**config.mk**
```make
export PLATFORM = sky130hd
export DESIGN_NAME = pci_arbiter
export DESIGN_NICKNAME = d
export VERILOG_FILES = /design/src/rtl/pci_arbiter_pkg.sv /design/src/rtl/pci_arbiter_rr_picker.sv /design/src/rtl/pci_arbiter.sv
export SDC_FILE = /design/constraint.sdc
export NUM_CORES = 1
export LEC_CHECK = 0
export ABC_AREA = 1
export CAP_MARGIN = 10
export CORE_ASPECT_RATIO = 1.25
export CORE_MARGIN = 5
export CORE_UTILIZATION = 55
export DETAILED_ROUTE_END_ITERATION = 16
export PLACE_DENSITY = 0.87
export RECOVER_POWER = 25
export SETUP_SLACK_MARGIN = 0.5
export SLEW_MARGIN = 15
export SYNTH_ARGS = -nofsm -noshare
export SYNTH_HDL_FRONTEND = slang
export SYNTH_SLANG_ARGS = --single-unit
```
**constraint.sdc**
```tcl
create_clock -name CLK -period 2.7 [get_ports CLK]
set_clock_uncertainty 0.1 [all_clocks]
set_input_delay 0.27 -clock CLK [delete_from_list [all_inputs] [get_ports CLK]]
set_output_delay 0.27 -clock CLK [all_outputs]
set_load 0.05 [all_outputs]
```
**src/rtl/pci_arbiter_pkg.sv**
```systemverilog
// Shared definitions for the PCI central arbiter and its bus peers.
// Arbiter state encodings and bus command codes live here once.
package pci_arbiter_pkg;

  typedef enum logic [1:0] {
    ST_DEAD  = 2'd0,
    ST_PARK  = 2'd1,
    ST_GRANT = 2'd2,
    ST_BUSY  = 2'd3
  } arb_state_t;

  localparam logic [3:0] MEM_READ        = 4'b0110;
  localparam logic [3:0] MEM_WRITE       = 4'b0111;
  localparam logic [3:0] MEM_READ_MUL    = 4'b1100;
  localparam logic [3:0] MEM_READ_LINE   = 4'b1110;
  localparam logic [3:0] MEM_WRITE_INVAL = 4'b1111;

endpackage

```
**src/rtl/pci_arbiter_rr_picker.sv**
```systemverilog
// Round-robin winner select: first requester after the last owner,
// with the last owner itself considered last.
module rr_picker #(
  parameter int N = 4,
  parameter int W = $clog2(N)
) (
  input  logic [N-1:0] req,
  input  logic [W-1:0] last,
  output logic [W-1:0] winner,
  output logic         any_req
);

  int         idx;
  logic [W-1:0] k;

  assign any_req = |req;

  // scan from farthest to nearest so the nearest requester wins
  always_comb begin
    winner = last;
    idx    = 0;
    k      = '0;
    for (int i = N; i >= 1; i--) begin
      idx = (int'(last) + i) % N;
      k   = W'(idx);
      if (req[k]) winner = k;
    end
  end

endmodule

```
**src/rtl/pci_arbiter.sv**
```systemverilog
// Central PCI arbiter: round-robin grant with parking, hidden
// arbitration and a grant-ignored timeout.
module pci_arbiter #(
  parameter int N_MASTERS   = 4,
  parameter int PARK_MASTER = 0,
  parameter int GNT_TIMEOUT = 16
) (
  input  logic                         CLK,
  input  logic                         RST,
  input  logic                         FRAME,
  input  logic                         IRDY,
  input  logic [N_MASTERS-1:0]         REQ,
  output logic [N_MASTERS-1:0]         GNT,
  output logic [$clog2(N_MASTERS)-1:0] OWNER,
  output logic                         BUS_BUSY
);
  import pci_arbiter_pkg::*;

  localparam int W  = $clog2(N_MASTERS);
  localparam int TW = $clog2(GNT_TIMEOUT + 1);
  localparam logic [W-1:0]  PARK = W'(PARK_MASTER);
  localparam logic [W-1:0]  LAST = W'(N_MASTERS - 1);
  localparam logic [TW-1:0] TMAX = TW'(GNT_TIMEOUT - 1);

  arb_state_t state, state_d;
  logic [W-1:0]  grantee, grantee_d;
  logic [W-1:0]  owner_d, winner;
  logic [TW-1:0] timer, timer_d;
  logic          rel, rel_d;
  logic [N_MASTERS-1:0] gnt_d, req;
  logic          any_req, idle, expired;

  function automatic logic others(
    input logic [N_MASTERS-1:0] r,
    input logic [W-1:0]         m
  );
    logic [N_MASTERS-1:0] mask;
    mask = N_MASTERS'(1) << m;
    return |(r & ~mask);
  endfunction

  assign req     = ~REQ;
  assign idle    = FRAME & IRDY;
  assign expired = idle && (timer == TMAX);

  rr_picker #(.N(N_MASTERS), .W(W)) u_pick (
    .req     (req),
    .last    (OWNER),
    .winner  (winner),
    .any_req (any_req)
  );

  always_ff @(posedge CLK or negedge RST) begin
    if (!RST) begin
      state    <= ST_DEAD;
      OWNER    <= LAST;
      grantee  <= LAST;
      timer    <= '0;
      rel      <= 1'b0;
      GNT      <= '1;
      BUS_BUSY <= 1'b0;
    end else begin
      state    <= state_d;
      OWNER    <= owner_d;
      grantee  <= grantee_d;
      timer    <= timer_d;
      rel      <= rel_d;
      GNT      <= gnt_d;
      BUS_BUSY <= ~FRAME | ~IRDY;
    end
  end

  always_comb begin
    state_d   = state;
    owner_d   = OWNER;
    grantee_d = grantee;
    timer_d   = '0;
    rel_d     = 1'b0;
    unique case (state)
      ST_DEAD: begin
        if (any_req) begin
          state_d   = ST_GRANT;
          grantee_d = winner;
        end else begin
          state_d = ST_PARK;
        end
      end
      ST_PARK: begin
        if (!FRAME) begin
          state_d   = ST_BUSY;
          owner_d   = PARK;
          grantee_d = PARK;
          rel_d     = others(req, PARK);
        end else if (any_req && winner == PARK) begin
          state_d   = ST_GRANT;
          grantee_d = PARK;
        end else if (any_req) begin
          state_d = ST_DEAD;
        end
      end
      ST_GRANT: begin
        if (!FRAME) begin
          state_d = ST_BUSY;
          owner_d = grantee;
          rel_d   = others(req, grantee);
        end else if (!req[grantee] || expired) begin
          state_d = ST_DEAD;
          owner_d = grantee;
        end else begin
          timer_d = idle ? timer + 1'b1 : timer;
        end
      end
      ST_BUSY: begin
        if (!idle) begin
          rel_d = rel | others(req, OWNER);
        end else if (rel) begin
          // release clocks already provided the all-high gap
          if (any_req) begin
            state_d   = ST_GRANT;
            grantee_d = winner;
          end else begin
            state_d = ST_PARK;
          end
        end else if (others(req, OWNER)) begin
          state_d = ST_DEAD;
        end else if (req[OWNER]) begin
          state_d   = ST_GRANT;
          grantee_d = OWNER;
        end else if (OWNER == PARK) begin
          state_d = ST_PARK;
        end else begin
          state_d = ST_DEAD;
        end
      end
      default: state_d = ST_DEAD;
    endcase
  end

  always_comb begin
    gnt_d = '1;
    unique case (state_d)
      ST_PARK:  gnt_d[PARK] = 1'b0;
      ST_GRANT: gnt_d[grantee_d] = 1'b0;
      ST_BUSY:  if (!rel_d) gnt_d[owner_d] = 1'b0;
      default:  gnt_d = '1;
    endcase
  end

endmodule

```
# After elaboration in Yosys (flattened, before gate mapping)
# Index checks and enable logic that the tools add are counted.
[totals]
word_cells = 112
output_inout_bits = 7
register_bits = 17
input_bits = 8
[classes]
n_eq_ne = 8
n_shift = 2
mux = 55
add_sub_neg = 5
n_bitwise = 12
order_cmp = 10
reduce_logical = 13
[op_table]
columns = ["op", "count"]
rows = [
  ["$mux W2", 24],
  ["$lt A2 B3 Y1 const B", 8],
  ["$mux W5", 4],
  ["$not A4 Y4", 5],
  ["$bmux W1 S2", 6],
  ["$mux W1", 12],
  ["$reduce_or A4 Y1", 3],
  ["$and A4 B4 Y4", 2],
  ["$eq A2 B2 Y1 const B", 4],
  ["$pmux W2 S4", 1],
  ["$shl A1 B2 Y4 const A", 2],
  ["$logic_not A2 Y1", 3],
  ["$pmux W1 S3", 2],
  ["$pmux W2 S3", 1],
  ["$pmux W3 S2", 1],
  ["$add A5 B1 Y5 const B", 1],
  ["$eq A5 B4 Y1 const B", 1],
  ["$add A2 B1 Y2 const B", 2],
  ["$add A2 B2 Y2 const B", 2],
  ["$demux W1 S2", 2],
  ["$eq A2 B1 Y1 const B", 2],
  ["$ge A2 B1 Y1 const B", 2],
  ["$logic_and A1 B1 Y1", 4],
  ["$mux W4", 1],
  ["other kinds (8)", 10],
]

# Depth between registers and ports, before layout
# Gate-level depths: netlist (run 1).
[depth]
ltp_word = 18
ltp_mapped = 19
ltp_nobuf = 19

# By module
# From an unflattened synthesis (run 1), not the netlist that was laid out.
[hier_totals]
hier_cells = 263
hier_area_um2 = 1607.8
[modules_own_cells]
columns = ["module", "instances", "area_each_um2", "cells_per_inst", "seq_area_each_um2"]
rows = [
  ["pci_arbiter", 1, 1403.8, 220, 435.4],
  ["rr_picker", 1, 203.9, 43, 0.0],
]

# Worst setup path before layout (run 1)
# No wires, ideal clock.
[synth_timing]
kind = "reg-to-reg"
startpoint = "register OWNER[0]"
endpoint = "register GNT[0]"
path_buffers = 0
slack_ns = 0.293
path_stages_with_launch = 17
setup_ns = 0.072
t_arrival_ns = 2.235
period_less_slack_ns = 2.407
t_required_ns = 2.528
cell_sequence = "dfstp_2 -> inv_2 -> ha_1 -> inv_1 -> nand3_1 -> nand2_1 -> inv_1 -> a21oi_2 -> nand3_2 -> nand2_1 -> nand2_1 -> nand2_2 -> nand2_2 -> nor2_2 -> nand2_1 -> nand2_1 -> inv_1"
[synth_between]
elab_chain_len = 18
elab_cells_between_ends = 65
classes_between = "add/sub: 4; order compare: 4; eq/ne: 3; shift: 1; mux: 42; bitwise: 5; reduce/logical: 6"
[synth_lines]
columns = ["element", "line_no", "rtl"]
rows = [
  ["start: declaration", "pci_arbiter.sv:14", "output logic [$clog2(N_MASTERS)-1:0] OWNER,"],
  ["start signal: assignment", "pci_arbiter.sv:64", "OWNER <= owner_d;"],
  ["$add A2 B1 Y2", "pci_arbiter_rr_picker.sv:24", "idx = (int'(last) + i) % N;"],
  ["$bmux W1 S2", "pci_arbiter_rr_picker.sv:26", "if (req[k]) winner = k;"],
  ["$mux W1 (not written as such)", "pci_arbiter_rr_picker.sv:26", ""],
  ["$mux W2 (4 in a row)", "pci_arbiter_rr_picker.sv:26", ""],
  ["$logic_not A2 Y1", "pci_arbiter.sv:94", "end else if (any_req && winner == PARK) begin"],
  ["$logic_and A1 B1 Y1", "pci_arbiter.sv:94", ""],
  ["$mux W2", "pci_arbiter.sv:94", ""],
  ["$mux W2", "pci_arbiter.sv:89", "if (!FRAME) begin"],
  ["$pmux W2 S3", "pci_arbiter.sv:79", "unique case (state)"],
  ["$lt A2 B3 Y1 (not written as such) or $ge A2 B1 Y1 (tied branches)", "pci_arbiter.sv:143", "ST_GRANT: gnt_d[grantee_d] = 1'b0;"],
  ["$logic_and A1 B1 Y1 (not written as such)", "pci_arbiter.sv:143", ""],
  ["$mux W1 (not written as such)", "pci_arbiter.sv:143", ""],
  ["$demux W1 S2", "pci_arbiter.sv:143", ""],
  ["$not A4 Y4 (no line)", "n/a", ""],
  ["$pmux W1 S3 (*)", "pci_arbiter.sv:141", "unique case (state_d)"],
  ["net gnt_d[0]", "pci_arbiter.sv:30", "logic [N_MASTERS-1:0] gnt_d, req;"],
  ["end signal: assignment", "pci_arbiter.sv:68", "GNT <= gnt_d;"],
  ["end: declaration", "pci_arbiter.sv:13", "output logic [N_MASTERS-1:0] GNT,"],
]
# Mark *: on every way through the listed nets, which the timed path passes. The rest lies on a longest branch. The select of a mux whose other input is x is not followed.
# A chain may end at the register's enable or synchronous reset.

# Worst setup path in the final report (run 1)
# Ends and elaborated chain as after synthesis.

==> impl_results.rst, run 1 <==
.. list-table::
   :header-rows: 1

   * - Metric
     - Value
   * - Status
     - completed
   * - Cell-internal power
     - 885 uW
   * - Hold-fix buffers, CTS
     - 0
   * - Endpoint of the worst register-to-register path
     - GNT[0]$_DFF_PN1_
   * - Least-Margin Pin Slew
     - about 0.71 ns
   * - Rel. slew slack
     - between 50% and 60%
   * - Number of global-route vias before repair
     - roughly 1500
   * - Kind of critical path
     - flop to flop
   * - Total leakage power
     - 0.000959 uW
   * - Ant. Diodes
     - 0
   * - Avg WL per Cell
     - 14.1 um
   * - Setup repair after global routing missed its margin
     - true
   * - Starting density of the core
     - ~58%
   * - Part of the cycle the worst path needs
     - a little under nine tenths
   * - Wire length of the first global-routing pass
     - 6.37 mm
   * - Die height
     - approximately 69 um
   * - Proportion of register bits with asynchronous set or reset after synthesis
     - 100%
   * - Register-to-register setup slack
     - 0.37 ns
   * - Netlist cell types
     - 30
   * - Met2 routing resource usage after global routing
     - between 30% and 40%
   * - DR iter-0 viols
     - between 80 and 90
   * - # port buffers
     - 14
   * - Sequential element share of the synthesized area
     - 28.2%
   * - Number of enable flip-flop cells after synthesis
     - 0
   * - Number of antenna violations at the first check in global routing
     - 0
   * - Number of nets produced by synthesis
     - 248
   * - Global Route met3 Usage
     - 2.98%
   * - Switching share of power
     - between 50% and 60%
   * - Via density per instance
     - around 5.6
   * - Leading cell types in the layout, fill and taps excluded
     - sky130_fd_sc_hd__nand2_1 (58), sky130_fd_sc_hd__inv_1 (25), sky130_fd_sc_hd__nand2_2 (18), sky130_fd_sc_hd__nand3_1 (18)
   * - Netlist area before placement
     - between 1500 and 2000 um2
   * - Sequential cell area
     - between 400 and 500 um2
   * - Final TNS setup
     - 0 ns
   * - Max-cap violation count
     - 0
   * - Share of total power in combinational logic
     - 70.0%
   * - Total congestion overflow
     - 0
   * - Met1 Track Usage GR
     - 24.6%
   * - Reg-to-reg critical path startpoint
     - OWNER[0]$_DFF_PN1_
   * - CTS clk-pin slew, worst paths
     - around 0.09 ns
   * - Maximum clock rate
     - approximately 430 MHz
   * - Gate count after technology mapping
     - between 200 and 250
   * - Global Route Usage Sum
     - ~19%
   * - Type of the worst min-delay path
     - input pin to async pin
   * - Maximum number of pins on one net before global-route repair
     - 18
   * - Worst r2r path cells
     - 16
   * - Number of nets in the layout
     - roughly 280
   * - Minimum hold slack
     - around 0.36 ns
   * - Required time reported for the critical path endpoint
     - about 2.8 ns
   * - DRT Wirelength
     - slightly above 4 mm
   * - Insertion delay to the later sink of the worst-skew pair
     - 0.29 ns
   * - Slack of the critical path
     - roughly 0.37 ns
   * - P_sw
     - slightly above 1000 uW
   * - Count of yosys warnings during synthesis
     - 0
   * - Count of unresolved DRC violations after routing
     - 0
   * - Sequential cell fraction of total power
     - between 20% and 30%
   * - Share of post-route cells with drive strength above 1
     - roughly 28%
   * - Number of levels in the clock H-tree
     - 1
   * - Max clock buf depth
     - 2
   * - Most frequently used flop master after synthesis
     - sky130_fd_sc_hd__dfrtp_1
   * - Min Clock Period, post-route
     - around 2.3 ns
   * - Placer congestion estimate
     - a little over 0.9
   * - I/O pins
     - 15
   * - Number of synthesized register bits
     - 17
   * - Total clock buffers created by CTS
     - 3
   * - Critical Path Fanout Max
     - 5
   * - DP Worst Slack
     - between 0.3 and 0.4 ns
   * - Die area
     - 3980 um2
   * - Vias after detailed routing
     - around 1600
   * - Leading cell type in the layout, fill and taps excluded
     - sky130_fd_sc_hd__nand2_1
   * - Busiest layer in global routing
     - met2
   * - Power density cells
     - a little under 1000 nW/um2
   * - CTS tree
     - yes
   * - Floorplan core area
     - ~2700 um2
   * - HPWL reported at the end of detailed placement
     - about 2.8 mm
   * - Max-slew violation count
     - 0
   * - Num rows
     - 21
   * - Part of the total power dissipated in the clock network
     - under 10%
   * - CP Data Arrival Time
     - 2.46 ns
   * - Average footprint of a synthesized cell
     - between 6 and 7 um2
   * - Final number of setup-violating endpoints
     - 0
   * - Max IR drop VDD
     - around 730 uV
   * - Type of element capturing the critical path
     - flop
   * - Total clock sinks
     - 17
   * - Die width
     - roughly 57 um
   * - Final Power
     - 1900 uW
   * - Worst setup SP type
     - flop
   * - DR pass1 iterations
     - 4
   * - # fillers
     - 210
   * - Area of combinational cells with multiple inputs
     - 1100 um2
   * - Antenna violation net count after detailed routing
     - 0
   * - Layout Area Growth over Synthesis
     - 27.6%
   * - Total count of hold-check failures in the final report
     - 0
   * - Clock root buffer
     - sky130_fd_sc_hd__clkbuf_4
==> metal layers <==
metal,share of wire (%),vias up,wire (um)
met5,0,-,0
met4,4.0,0,165
met3,4.3,17,174
met2,52,59,2120
met1,40,754,1620
li1,-,795,-
==> through the flow <==
step,cell area [um2],instances,util (%)
floorplan,1570,230,-
global placement,1760,279,65.7
detailed placement,1760,279,65.7
CTS,1850,288,69.0
global route,1970,290,73.6
finish,1970,290,73.6
==> flip-flops by register name, indices dropped and copies added, names as in the netlist <==
signal / flops
GNT: 4
OWNER: 2
timer: 5
rel: 1
state: 2
grantee: 2
BUS_BUSY: 1
==> power groups by stage <==
stage | clock [uW] | combinational (uW) | sequential, uW
global route | 151 | 1460 | 445
CTS | 137 | 1130 | 432
detailed placement | 0 | 1070 | 442
floorplan | 0 | 733 | 526
finish | 131 | 1330 | 438
global placement | 0 | 1060 | 443
==> cells by family (layout without fill, tap and decap cells) <==
family / count (synthesis) / in the layout / share of synthesized area [%]
fa+ha+maj: 10 / 10 / 8.09
compound gates: 31 / 31 / 11.7
xor+xnor: 2 / 2 / 1.13
simple gates: 134 / 134 / 41.7
flops: 17 / 17 / 28.2
buf+inv: 36 / 62 / 9.22
==> worst max-delay path, cell delays in order, from the launching register on <==
cell	delay (ns)
sky130_fd_sc_hd__dfstp_4	0.69
sky130_fd_sc_hd__inv_8	0.05
sky130_fd_sc_hd__ha_4	0.26
sky130_fd_sc_hd__inv_4	0.08
sky130_fd_sc_hd__nand3_4	0.08
sky130_fd_sc_hd__nand2_2	0.09
sky130_fd_sc_hd__nand3_2	0.10
sky130_fd_sc_hd__nand3_2	0.11
sky130_fd_sc_hd__nand3_2	0.12
sky130_fd_sc_hd__nand2_1	0.09
sky130_fd_sc_hd__nand2_2	0.06
sky130_fd_sc_hd__nand2_2	0.10
sky130_fd_sc_hd__nand2_4	0.07
sky130_fd_sc_hd__nor2_4	0.12
sky130_fd_sc_hd__nand2_1	0.06
sky130_fd_sc_hd__nand2_1	0.05
sky130_fd_sc_hd__inv_1	0.04
==> how the worst max path moves through the flow <==
stage	startpoint	slack [ns]	depth (start not counted)	endpoint
final	OWNER[0]$_DFF_PN1_	0.37	16	GNT[0]$_DFF_PN1_
after global routing	OWNER[0]$_DFF_PN1_	0.26	16	GNT[1]$_DFF_PN1_
after CTS	OWNER[0]$_DFF_PN1_	0.42	15	GNT[0]$_DFF_PN1_
after detailed placement	REQ[2]	0.32	16	GNT[0]$_DFF_PN1_
after global placement	REQ[2]	0.33	16	GNT[0]$_DFF_PN1_
after floorplan	OWNER[0]$_DFF_PN1_	0.50	16	GNT[0]$_DFF_PN1_
==> repair_timing <==
| action | CTS | global route |
|---|---|---|
| setup endpoints to repair | 5 | 8 |
| buffers inserted | 5 | 2 |
| pin swaps | 11 | 11 |
| resized for setup | 8 | 31 |
==> synthesized netlist by cell type (2+ instances only) <==
library cell,number,area (um2)
sky130_fd_sc_hd__nor3_1,3,15.0
sky130_fd_sc_hd__xor2_1,2,17.5
sky130_fd_sc_hd__nand3_1,24,120
sky130_fd_sc_hd__nand4_1,6,37.5
sky130_fd_sc_hd__inv_1,31,116
sky130_fd_sc_hd__ha_1,10,125
sky130_fd_sc_hd__a22oi_1,2,15.0
sky130_fd_sc_hd__or2_2,2,12.5
sky130_fd_sc_hd__nand2_1,69,259
sky130_fd_sc_hd__inv_2,3,11.3
sky130_fd_sc_hd__dfstp_2,8,210
sky130_fd_sc_hd__nor2_2,3,18.8
sky130_fd_sc_hd__a21oi_1,12,60.1
sky130_fd_sc_hd__o21ai_1,2,10.0
sky130_fd_sc_hd__nor2_1,10,37.5
sky130_fd_sc_hd__dfrtp_1,9,225
sky130_fd_sc_hd__nand2_2,9,56.3
sky130_fd_sc_hd__nand3_2,3,30.0
sky130_fd_sc_hd__o21ai_0,11,55.1
==> cell type report <==
cell class                      count  area share, %
Clock buffer                        4           1.33
Inverter                           35           7.29
Multi-Input combinational cell    177           55.9
Sequential cell                    17           22.4
Tap cell                           34           2.16
Timing Repair Buffer               23           10.8
No activity file was read; power rests on OpenSTA's default activity.
==> run 2, diff against run 1 <==
Settings changed: CORE_UTILIZATION 55 to 50, PLACE_DENSITY 0.87 to 0.81.
==> run 2 against run 1 <==
Effect of this change:
- largest power group unchanged
- final cell count grew 2.4%
- via count decreased by 0.49%
- register-to-register slack barely moved
==> impl_results.rst, run 2 (same netlist as run 1, synthesis figures left out) <==
.. list-table::
   :header-rows: 1

   * - Metric
     - Value
   * - Status
     - completed
   * - Die width
     - about 60 um
   * - Avg WL per Cell
     - around 14 um
   * - Number of placed cells counting well taps
     - 281
   * - Max IR drop VDD
     - roughly 650 uV
   * - # port buffers
     - 14
   * - CP Data Arrival Time
     - about 2.5 ns
   * - Area of combinational cells with multiple inputs
     - approximately 1100 um2
   * - Starting density of the core
     - 52.0%
   * - Share of post-route cells with drive strength above 1
     - 29.1%
   * - Final number of setup-violating endpoints
     - 0
   * - DR pass1 iterations
     - 4
   * - Sum of routed wire segments on met1
     - around 1.6 mm
   * - CTS clk-pin slew, worst paths
     - about 0.090 ns
   * - Floorplan core area
     - around 3000 um2
   * - Cell type of the slowest stage on the worst timing path
     - sky130_fd_sc_hd__dfstp_4
   * - Setup repair after global routing missed its margin
     - true
   * - Num rows
     - 22
   * - Maximum clock rate
     - around 430 MHz
   * - Insertion delay to the later sink of the worst-skew pair
     - about 0.29 ns
   * - Total leakage power
     - 0.000997 uW
   * - Total clock sinks
     - 17
   * - Kind of critical path
     - flop to flop
   * - Total clock buffers created by CTS
     - 3
   * - Total congestion overflow
     - 0
   * - # fillers
     - around 240
   * - Min Clock Period, post-route
     - between 2 and 2.5 ns
   * - Maximum cell stage delay along the critical path
     - roughly 0.70 ns
   * - Placer congestion estimate
     - roughly 0.87
   * - Top reg by flops
     - timer
   * - Finished Layout Cells
     - between 200 and 300
   * - HPWL reported at the end of detailed placement
     - around 2.8 mm
   * - Met3 layer wire length in the routed design
     - about 150 um
   * - Number of global-route vias before repair
     - between 1500 and 2000
   * - Type of element capturing the critical path
     - flop
   * - Type of the worst min-delay path
     - input pin to async pin
   * - DP Area
     - 1760 um2
   * - Largest register FFs
     - 5
   * - Maximum number of pins on one net before global-route repair
     - 18
   * - Cell chain of the critical path
     - inv_8 -> ha_4 -> inv_4 -> nand3_4 -> nand2_2 -> nand3_2 -> nand2_1 -> nand2_2 -> nand3_2 -> nand2_1 -> nand3_1 -> nand2_1 -> nand2_2 -> buf_4 -> buf_4
   * - DR iter-0 viols
     - ~90
   * - Die height
     - slightly above 70 um
   * - Final TNS setup
     - 0 ns
   * - Least-Margin Pin Slew
     - between 0.7 and 0.8 ns
   * - Total count of hold-check failures in the final report
     - 0
   * - CTS tree
     - yes
   * - Layout Area Growth over Synthesis
     - 30.7%
   * - Buf+Inv Stages, Crit Path
     - 4
   * - Rel. slew slack
     - around 51%
   * - Max clock buf depth
     - 2
   * - Cell type group with the largest total delay on the critical path
     - simple AND/OR/NAND/NOR gates
   * - Number of antenna violations at the first check in global routing
     - 0
   * - Biggest registers after layout
     - timer: 5 flops, GNT: 4 flops
   * - Number of levels in the clock H-tree
     - 1
   * - Leading cell types in the layout, fill and taps excluded
     - sky130_fd_sc_hd__nand2_1 (62), sky130_fd_sc_hd__inv_1 (26), sky130_fd_sc_hd__nand3_1 (17), sky130_fd_sc_hd__nand2_2 (14), sky130_fd_sc_hd__a21oi_1 (12)
   * - Top layer used by detailed routing
     - met4
   * - Antenna violation net count after detailed routing
     - 0
   * - Share of the core filled with cells in the final layout
     - ~68%
   * - Sequential cell area
     - 443 um2
   * - Wire length of the first global-routing pass
     - roughly 6.7 mm
   * - Detailed-routed wire length on met2
     - 2.25 mm
   * - Endpoint of the worst register-to-register path
     - grantee[0]$_DFF_PN1_
   * - Critical Path Fanout Max
     - 6
   * - Required time reported for the critical path endpoint
     - 2.83 ns
   * - I/O pins
     - 15
   * - Worst r2r path cells
     - 15
   * - Die area
     - 4310 um2
   * - Reg-to-reg critical path startpoint
     - OWNER[0]$_DFF_PN1_
   * - Hold-fix buffers, CTS
     - 0
   * - Count of unresolved DRC violations after routing
     - 0
   * - Power density cells
     - roughly 960 nW/um2
   * - Leading cell type in the layout, fill and taps excluded
     - sky130_fd_sc_hd__nand2_1
   * - Part of the cycle the worst path needs
     - approximately 87%
   * - Number of nets in the layout
     - between 200 and 300
   * - DRT Wirelength
     - approximately 4.1 mm
   * - Clock root buffer
     - sky130_fd_sc_hd__clkbuf_4
   * - Ant. Diodes
     - 0
   * - Final Instance Area
     - about 2000 um2
   * - Max-slew violation count
     - 0
   * - Vias after detailed routing
     - 1617
   * - Global Route Usage Sum
     - 19.7%
   * - Register-to-register setup slack
     - 0.36 ns
   * - Worst setup SP type
     - flop
   * - Via density per instance
     - between 5 and 6
   * - Max-cap violation count
     - 0
[run 2: area by class of cell]
class | instances | area share [%]
clock buffer | 4 | 1.30
tap | 36 | 2.23
sequential | 17 | 21.9
multi-input combinational | 177 | 54.5
inverter | 35 | 7.12
timing repair buffer | 28 | 12.9
[run 2: metrics by stage]
step / total power (uW) / hold WS [ns] / setup slack, ns
final: 1950 / 0.374 / 0.364
after global routing: 2110 / 0.415 / 0.234
after CTS: 1770 / 0.319 / 0.423
after detailed placement: 1520 / 0.430 / 0.358
after global placement: 1510 / 0.426 / 0.359
after floorplan: 1260 / -0.126 / 0.500
[run 2: what timing repair did]
item	CTS	global route
resized for setup	10	31
endpoints found under the setup margin	5	9
gates cloned	0	0
setup buffers	10	2
pin swaps	11	17
[run 2: power breakdown]
part / leakage [uW] / internal, uW / total [uW] / switching, uW
clock: 0.0000150 / 57.6 / 134 / 76.8
combinational: 0.000779 / 514 / 1380 / 867
sequential: 0.000203 / 355 / 431 / 76.1
[run 2: worst max path at each step]
stage / startpoint / end / slack (ns) / cells after the start
2_1_floorplan: OWNER[0]$_DFF_PN1_ / GNT[0]$_DFF_PN1_ / 0.50 / 16
3_3_place_gp: REQ[2] / GNT[1]$_DFF_PN1_ / 0.36 / 14
3_5_place_dp: OWNER[0]$_DFF_PN1_ / GNT[0]$_DFF_PN1_ / 0.36 / 16
4_1_cts: OWNER[0]$_DFF_PN1_ / GNT[0]$_DFF_PN1_ / 0.42 / 15
5_1_grt: OWNER[0]$_DFF_PN1_ / GNT[0]$_DFF_PN1_ / 0.23 / 15
6_report: OWNER[0]$_DFF_PN1_ / grantee[0]$_DFF_PN1_ / 0.36 / 15
[run 2: metal layers]
layer	GRT usage [%]	vias up
li1	-	813
met1	24.1	744
met2	33.2	47
met3	2.85	13
met4	9.36	0
met5	0	-
[run 2: worst reg2reg max path, delay by kind of cell, from the launching register on]
family                     cells  cell delay [ns]
DFF                            1             0.70
buffers and inverters          4             0.37
adders and majority gates      1             0.29
and+or+nand+nor               10             0.80
==> run 3, diff against run 2 <==
Settings changed: GPL_TIMING_DRIVEN set to 1, RECOVER_POWER 25 to 50.
==> run 3 against run 2 <==
Effect of this change:
- clock power about the same
- flip-flop and latch count unchanged
- global-route usage unchanged
- critical path type unchanged
- worst setup slack worse by 0.014 ns
- utilization down 0.59 points
- sequential power about the same
- largest cell class unchanged
- register-to-register slack about the same
- largest power group unchanged
- maximum frequency down 0.58%
- critical path depth down 4
==> impl_results.rst, run 3 (same netlist as run 1, synthesis figures left out) <==
.. list-table::
   :header-rows: 1

   * - Metric
     - Value
   * - Total clock buffers created by CTS
     - 3
   * - Placer congestion estimate
     - 0.870
   * - Part of the cycle the worst path needs
     - roughly 87%
   * - CP Data Arrival Time
     - between 2 and 2.5 ns
   * - Maximum cell stage delay along the critical path
     - ~0.41 ns
   * - Cell chain of the critical path
     - ha_1 -> and3_1 -> ha_1 -> nand2_1 -> nand4_1 -> nand2_1 -> inv_1 -> o21ai_4 -> nand3_1 -> nor3_2 -> a21oi_1
   * - Vias after detailed routing
     - around 1600
   * - Status
     - completed
   * - Num rows
     - 22
   * - Share of post-route cells with drive strength above 1
     - between 20% and 30%
   * - Type of the worst min-delay path
     - input pin to async pin
   * - Final number of setup-violating endpoints
     - 0
   * - Hold-fix buffers, CTS
     - 0
   * - Rel. slew slack
     - between 50% and 60%
   * - Die area
     - 4310 um2
   * - CTS clk-pin slew, worst paths
     - ~0.090 ns
   * - Avg WL per Cell
     - between 10 and 15 um
   * - Part of the total power dissipated in the clock network
     - 6.9%
   * - Cell-internal power
     - 922 uW
   * - Buf+Inv Stages, Crit Path
     - 1
   * - Kind of critical path
     - flop to flop
   * - CTS tree
     - yes
   * - Sequential cell fraction of total power
     - 22.3%
   * - Share of total power in combinational logic
     - slightly above 70%
   * - P_sw
     - just over 1000 uW
   * - Total count of hold-check failures in the final report
     - 0
   * - Largest register FFs
     - 5
   * - Cell type of the slowest stage on the worst timing path
     - sky130_fd_sc_hd__dfrtp_1
   * - DRT Wirelength
     - 4.11 mm
   * - Leading cell types in the layout, fill and taps excluded
     - sky130_fd_sc_hd__nand2_1 (63), sky130_fd_sc_hd__inv_1 (26), sky130_fd_sc_hd__nand3_1 (17), sky130_fd_sc_hd__nand2_2 (13), sky130_fd_sc_hd__a21oi_1 (12)
   * - Insertion delay to the later sink of the worst-skew pair
     - slightly below 0.3 ns
   * - Final Instance Area
     - ~2000 um2
   * - Least-Margin Pin Slew
     - around 0.74 ns
   * - Max-slew violation count
     - 0
   * - Setup repair after global routing missed its margin
     - true
   * - DR iter-0 viols
     - between 80 and 90
   * - Count of unresolved DRC violations after routing
     - 0
   * - Number of nets in the layout
     - 280
   * - Max-cap violation count
     - 0
   * - Min Clock Period, post-route
     - approximately 2.4 ns
   * - Total clock sinks
     - 17
   * - # port buffers
     - 14
   * - Die width
     - about 60 um
   * - DP Area
     - 1760 um2
   * - Wire length of the first global-routing pass
     - around 6.7 mm
   * - Ant. Diodes
     - 0
   * - Number of global-route vias before repair
     - between 1500 and 2000
   * - Maximum clock rate
     - about 430 MHz
   * - Number of antenna violations at the first check in global routing
     - 0
   * - DR pass1 iterations
     - 4
   * - Number of levels in the clock H-tree
     - 1
   * - Power density cells
     - roughly 970 nW/um2
   * - Max clock buf depth
     - 2
   * - Total leakage power
     - 0.000992 uW
   * - Max IR drop VDD
     - ~650 uV
   * - Global Route Usage Sum
     - 19.7%
   * - Final TNS setup
     - 0 ns
   * - Worst setup SP type
     - flop
   * - Floorplan core area
     - between 2000 and 3000 um2
   * - I/O pins
     - 15
   * - Via density per instance
     - about 5.5
   * - Required time reported for the critical path endpoint
     - 2.83 ns
   * - Total congestion overflow
     - 0
   * - HPWL reported at the end of detailed placement
     - roughly 2.8 mm
   * - Clock root buffer
     - sky130_fd_sc_hd__clkbuf_4
   * - Cell type group with the largest total delay on the critical path
     - simple AND/OR/NAND/NOR gates
   * - Layout Area Growth over Synthesis
     - 29.6%
   * - Final Power
     - approximately 1900 uW
   * - Antenna violation net count after detailed routing
     - 0
   * - Die height
     - just over 70 um
   * - Switching share of power
     - 52.3%
   * - Starting density of the core
     - approximately 52%
   * - Type of element capturing the critical path
     - flop
   * - Leading cell type in the layout, fill and taps excluded
     - sky130_fd_sc_hd__nand2_1
   * - Maximum number of pins on one net before global-route repair
     - 18
   * - Top reg by flops
     - timer
   * - Critical Path Fanout Max
     - 7
   * - Biggest registers after layout
     - timer: 5 flops, GNT: 4 flops
[run 3: repair_timing]
action | CTS | global route
pin swaps | 11 | 17
resized for setup | 10 | 31
setup endpoints to repair | 5 | 9
buffers inserted | 10 | 2
hold endpoints to repair | 0 | 0
[run 3: stage by stage]
stage                     utilization [%]  worst slack (ns)  cells  hold WS (ns)
final                                67.4             0.350    297         0.374
after global routing                 67.4             0.146    297         0.415
after detailed placement             59.3             0.358    281         0.430
after global placement               59.3             0.359    281         0.426
after floorplan                         -             0.500    230        -0.126
after CTS                            64.1             0.423    295         0.319
[run 3: layout make-up]
cell class / count / area (um2)
repair buffers: 28 / 262
fillers: 239 / 968
flip-flops and latches: 17 / 443
inverters: 35 / 144
clock buffers: 4 / 26.3
multi-input cells: 177 / 1080
well taps: 36 / 45.0
[run 3: worst paths after layout]
| path | from | endpoint | slack (ns) | depth (start not counted) |
|---|---|---|---|---|
| max | timer[0]$_DFFE_PN0P_ | GNT[2]$_DFF_PN1_ | 0.35 | 11 |
| min | RST | rel$_DFF_PN0_ | 0.37 | 1 |
| max reg2reg | timer[0]$_DFFE_PN0P_ | GNT[2]$_DFF_PN1_ | 0.35 | 11 |
| min reg2reg | timer[1]$_DFFE_PN0P_ | timer[1]$_DFFE_PN0P_ | 0.47 | 2 |
| max in group asynchronous | RST | timer[4]$_DFFE_PN0P_ | 1.67 | 1 |
| min in group CLK | timer[1]$_DFFE_PN0P_ | timer[1]$_DFFE_PN0P_ | 0.47 | 2 |
[run 3: power by group through the flow]
stage	clock network, uW	logic, uW	registers [uW]
2_1_floorplan	0	733	526
3_3_place_gp	0	1070	442
3_5_place_dp	0	1070	442
4_1_cts	139	1210	430
5_1_grt	151	1500	444
6_report	134	1370	431
[run 3: layer usage]
metal	track usage, %	vias to the layer above	wire length, um
met1	24.1	763	1590
met2	33.2	55	2230
met5	0	-	0
li1	-	814	-
met4	9.36	0	112
met3	2.85	14	180
